File: config.mk
export PLATFORM = sky130hd
export DESIGN_NAME = uart_rx
export DESIGN_NICKNAME = d
export VERILOG_FILES = /design/src/rtl/uart_rx.sv
export SDC_FILE = /design/constraint.sdc
export NUM_CORES = 1
export LEC_CHECK = 0
export ABC_AREA = 1
export CAP_MARGIN = 20
export CORE_MARGIN = 3
export CORE_UTILIZATION = 60
export CTS_BUF_LIST = sky130_fd_sc_hd__clkbuf_2
export DETAILED_ROUTE_END_ITERATION = 8
export PLACE_DENSITY_LB_ADDON = 0.08
export SYNTH_ARGS = -nofsm -noshare
export SYNTH_HDL_FRONTEND = slang
export SYNTH_SLANG_ARGS = --single-unit
File: constraint.sdc
create_clock -name clk_baud -period 2.1 [get_ports clk_baud]
set_input_delay 0.21 -clock clk_baud [delete_from_list [all_inputs] [get_ports clk_baud]]
set_output_delay 0.21 -clock clk_baud [all_outputs]
set_load 0.02 [all_outputs]
File: src/rtl/uart_rx.sv
// uart_rx: oversampling 8N1 UART receiver.
// Samples each bit at its midpoint and strobes valid/frame_err for one cycle.
module uart_rx #(
   parameter int OVERSAMPLE = 16
) (
   input  logic       clk_baud,
   input  logic       rst,
   input  logic       rx,
   output logic [7:0] rx_byte,
   output logic       valid,
   output logic       frame_err,
   output logic       busy
);

   localparam int CW = (OVERSAMPLE > 2) ? $clog2(OVERSAMPLE) : 1;
   localparam logic [CW-1:0] MID  = CW'(OVERSAMPLE / 2 - 1);
   localparam logic [CW-1:0] LAST = CW'(OVERSAMPLE - 1);

   typedef enum logic [2:0] {
      S_IDLE,
      S_START,
      S_DATA,
      S_STOP,
      S_WAIT
   } state_e;

   state_e          state_q, state_d;
   logic [CW-1:0]   cnt_q, cnt_d;
   logic [2:0]      idx_q, idx_d;
   logic [7:0]      sh_q, sh_d;
   logic [7:0]      rx_byte_q, rx_byte_d;
   logic            valid_q, valid_d;
   logic            ferr_q, ferr_d;
   logic            sync1_q, sync1_d;
   logic            sync2_q, sync2_d;

   logic            rxs;
   logic            at_mid;
   logic            at_last;
   logic [CW-1:0]   cnt_inc;

   assign sync1_d = rx;
   assign sync2_d = sync1_q;
   assign rxs     = sync2_q;

   assign at_mid  = (cnt_q == MID);
   assign at_last = (cnt_q == LAST);
   assign cnt_inc = at_last ? '0 : cnt_q + 1'b1;

   // State, counters, datapath and synchronizer registers.
   always_ff @(posedge clk_baud or posedge rst) begin
      if (rst) begin
         state_q   <= S_IDLE;
         cnt_q     <= '0;
         idx_q     <= '0;
         sh_q      <= '0;
         rx_byte_q <= '0;
         valid_q   <= 1'b0;
         ferr_q    <= 1'b0;
         sync1_q   <= 1'b1;
         sync2_q   <= 1'b1;
      end else begin
         state_q   <= state_d;
         cnt_q     <= cnt_d;
         idx_q     <= idx_d;
         sh_q      <= sh_d;
         rx_byte_q <= rx_byte_d;
         valid_q   <= valid_d;
         ferr_q    <= ferr_d;
         sync1_q   <= sync1_d;
         sync2_q   <= sync2_d;
      end
   end

   // Next-state: walk start, data and stop bits; park in WAIT on a low stop.
   always_comb begin
      state_d = state_q;
      unique case (state_q)
         S_IDLE: begin
            if (!rxs) state_d = S_START;
         end
         S_START: begin
            if (at_mid) state_d = rxs ? S_IDLE : S_DATA;
         end
         S_DATA: begin
            if (at_last && idx_q == 3'd7) state_d = S_STOP;
         end
         S_STOP: begin
            if (at_last) state_d = rxs ? S_IDLE : S_WAIT;
         end
         S_WAIT: begin
            if (rxs) state_d = S_IDLE;
         end
         default: state_d = S_IDLE;
      endcase
   end

   // Datapath and output pulses for the current state.
   always_comb begin
      cnt_d     = cnt_q;
      idx_d     = idx_q;
      sh_d      = sh_q;
      rx_byte_d = rx_byte_q;
      valid_d   = 1'b0;
      ferr_d    = 1'b0;
      unique case (state_q)
         S_IDLE: begin
            cnt_d = '0;
            idx_d = '0;
         end
         S_START: begin
            cnt_d = at_mid ? '0 : cnt_inc;
            idx_d = '0;
         end
         S_DATA: begin
            cnt_d = cnt_inc;
            if (at_last) begin
               sh_d  = {rxs, sh_q[7:1]};
               idx_d = idx_q + 3'd1;
            end
         end
         S_STOP: begin
            cnt_d = cnt_inc;
            if (at_last) begin
               if (rxs) begin
                  rx_byte_d = sh_q;
                  valid_d   = 1'b1;
               end else begin
                  ferr_d = 1'b1;
               end
            end
         end
         S_WAIT: begin
            cnt_d = '0;
         end
         default: begin
            cnt_d = '0;
            idx_d = '0;
         end
      endcase
   end

   assign rx_byte   = rx_byte_q;
   assign valid     = valid_q;
   assign frame_err = ferr_q;
   assign busy      = (state_q != S_IDLE);

endmodule

==> results.yml <==
outcome:
  status: "completed"
logic_synthesis:
  synthCells: 140
  synth_area_um2: 1370
  ys_top_cells_by_area: "dfrtp_1 (51%), nand2_1 (8.2%), inv_1 (5.8%)"
  synth_warnings: 0
  synth_flop_cell: "dfrtp_1"
  yosysTopAreaCellShare_pct: 51.2
  synth_seq_area_share_pct: 55.1
  yosysMostFrequentCell: "nand2_1"
  ys_async_sr_fraction_pct: 100
  synth-edff-count: 0
  yosys-top-cells-count: "nand2_1 (30), dfrtp_1 (28), inv_1 (21)"
  avgSynthCellArea_um2: 9.77
  synth.distinct_cells: 24
  synth_nets: 146
  ys_ff_latch: 30
  yosys.area.top_type: "dfrtp_1"
clock_network:
  post_cts_buffers: 0
  path_clk_slew_ns: 0.15
  cts_tree: "yes"
  cts_inserted_buffers: 5
  cts-hold-fix-buffers: 0
  htreeDepth: 2
  insertion_delay_ns: 0.34
  cts.sinks: 30
  clockBufferDepth: 2
  cts_root_buf: "clkbuf_2"
  cts_resized: 0
grt:
  grt_pass1_wl_mm: 3.87
  grt_max_degree: 21
  grt_overflow: 0
  grt_usage_pct: 19.7
  globalRouteMet1Util_pct: 24.2
  grt_busiest_layer: "met2"
  use_met2_pct: 30.2
  grt_pass1_vias: 893
  antenna_found_initial: 0
  use_met3_pct: 9.97
sta:
  report.final.hold_viol_count: 0
  setup_viol: 0
  fmax_ghz: 0.513
  finalSetupTns_ns: 0
  period_minus_slack_ns: 1.95
  finalCritPeriodShare_pct: 92.8
  clock_skew_ns: 0.0153
  timing.slew.headroom_pct: 77.5
  tightest_slew_ns: 0.336
  rsz0062_at_grt: "no"
  slew_violations: 0
detailed_routing:
  wirelength_mm: 2.28
  vias: 951
  dr.first_iter.drc_count: 26
  wl_per_cell_um: 12.1
  ant_nets: 0
  first_pass_iters: 5
  route.detailed.drc: 0
  via_per_inst: 5.06
cells_and_area:
  fillers: 150
  nets: 166
  multiInputGateArea_um2: 502
  drive_above_1_share_pct: 18.6
  regArea_um2: 753
  area_delta_synth_final_pct: 14.1
  diodes: 0
critical_path:
  timing.rr.start: "cnt_q[0]"
  start_kind: "flip-flop"
  critPathArrivalTime_ns: 1.74
  reg2regPathDepth: 7
  crit_required_ns: 1.89
  critPathMaxFanout: 6
  cp-end-kind: "primary output"
  worstReg2RegEnd: "idx_q[1]"
  r2r_slack_ns: 0.62
  crit_type: "flip-flop to primary output"
power_and_ir_drop:
  ir_drop_mv: 0.801
  p_leak_nw: 0.790
  p_per_area_nw_per_um2: 912
  total_power_w: 0.00142
place:
  place.gp.congestion: 0.819
  port-buffer-count: 13
  dpl.hpwl_mm: 1.68
floorplan:
  core-area_um2: 2060
  ios: 14
  fp.dieW_um: 53.7
  start_util_pct: 66.3
  num_rows: 16
  die-height_um: 53.7
  design.die.area_um2: 2890
worst_hold_path:
  min_path_type: "input pin to asynchronous set/reset pin"
job:
  maxCapViolCount: 0
cell type report:
class	count	area share, %
flip-flops and latches	30	48.3
multi-input cells	85	32.2
repair buffers	15	9.30
inverters	23	5.53
clock buffers	8	2.57
well taps	27	2.17
layout by cell type (no fill, tap or decap), drive strengths merged:
cell	instances
buf	2
nand2	33
inv	23
dfrtp	28
clkdlybuf4s50	13
a21oi	2
nor3b	2
nand4	4
ha	3
nand3	8
nor2	10
dfstp	2
xor2	1
clkbuf	8
o21ai	21
xnor2	1
through the flow:
step                      instance area (µm²)  util, %  hold slack [ns]  std cells  setup slack [ns]
after floorplan                          1370        -            0.214        140             0.817
after global placement                   1520     73.7            0.346        180             0.603
after detailed placement                 1520     73.7            0.348        180             0.555
after CTS                                1560     75.7            0.138        188             0.133
after global routing                     1560     75.7            0.110        188            0.0320
final                                    1560     75.7            0.152        188             0.151
flip-flops by register name, indices dropped and copies added (netlist names):
| signal | count |
|---|---|
| sync1_q | 1 |
| frame_err | 1 |
| sh_q | 8 |
| rxs | 1 |
| idx_q | 3 |
| valid | 1 |
| cnt_q | 4 |
| state_q | 3 |
| rx_byte | 8 |
how the worst max path moves through the flow:
stage / start / endpoint / slack, ns / cells after the start
2_1_floorplan: cnt_q[0] / sh_q[2] / 0.82 / 8
3_3_place_gp: state_q[0] / busy / 0.60 / 3
3_5_place_dp: state_q[0] / busy / 0.55 / 3
4_1_cts: state_q[0] / busy / 0.13 / 3
5_1_grt: state_q[0] / busy / 0.03 / 3
6_report: state_q[0] / busy / 0.15 / 3
critical path, stage by stage, from the launching register on:
cell and delay (ns):
dfrtp_1 0.48, nor2_2 0.25, nand2_1 0.11, clkdlybuf4s50_1 0.55
report_power, final:
part	internal, W	leakage (nW)	switching [W]	total, W
registers	0.000631	0.405	0.0000643	0.000695
clock network	0.0000985	0.0332	0.000184	0.000283
logic	0.000154	0.352	0.000291	0.000445
routing by layer:
layer	wire length, µm	share of wire (%)	up-vias
met4	9	0.40	0
li1	-	-	485
met1	1070	47	441
met3	108	4.7	2
met2	1090	48	23
met5	0	0	-
logic make-up (layout without fill, tap and decap cells):
family	count (synthesis)	in the layout	share of synthesized area [%]
simple gates	57	57	21.8
flops	30	30	55.1
buf+inv	25	46	8.23
compound gates	23	23	10.9
fa+ha+maj	3	3	2.75
xor+xnor	2	2	1.28
(Power assumes the default switching activity.)
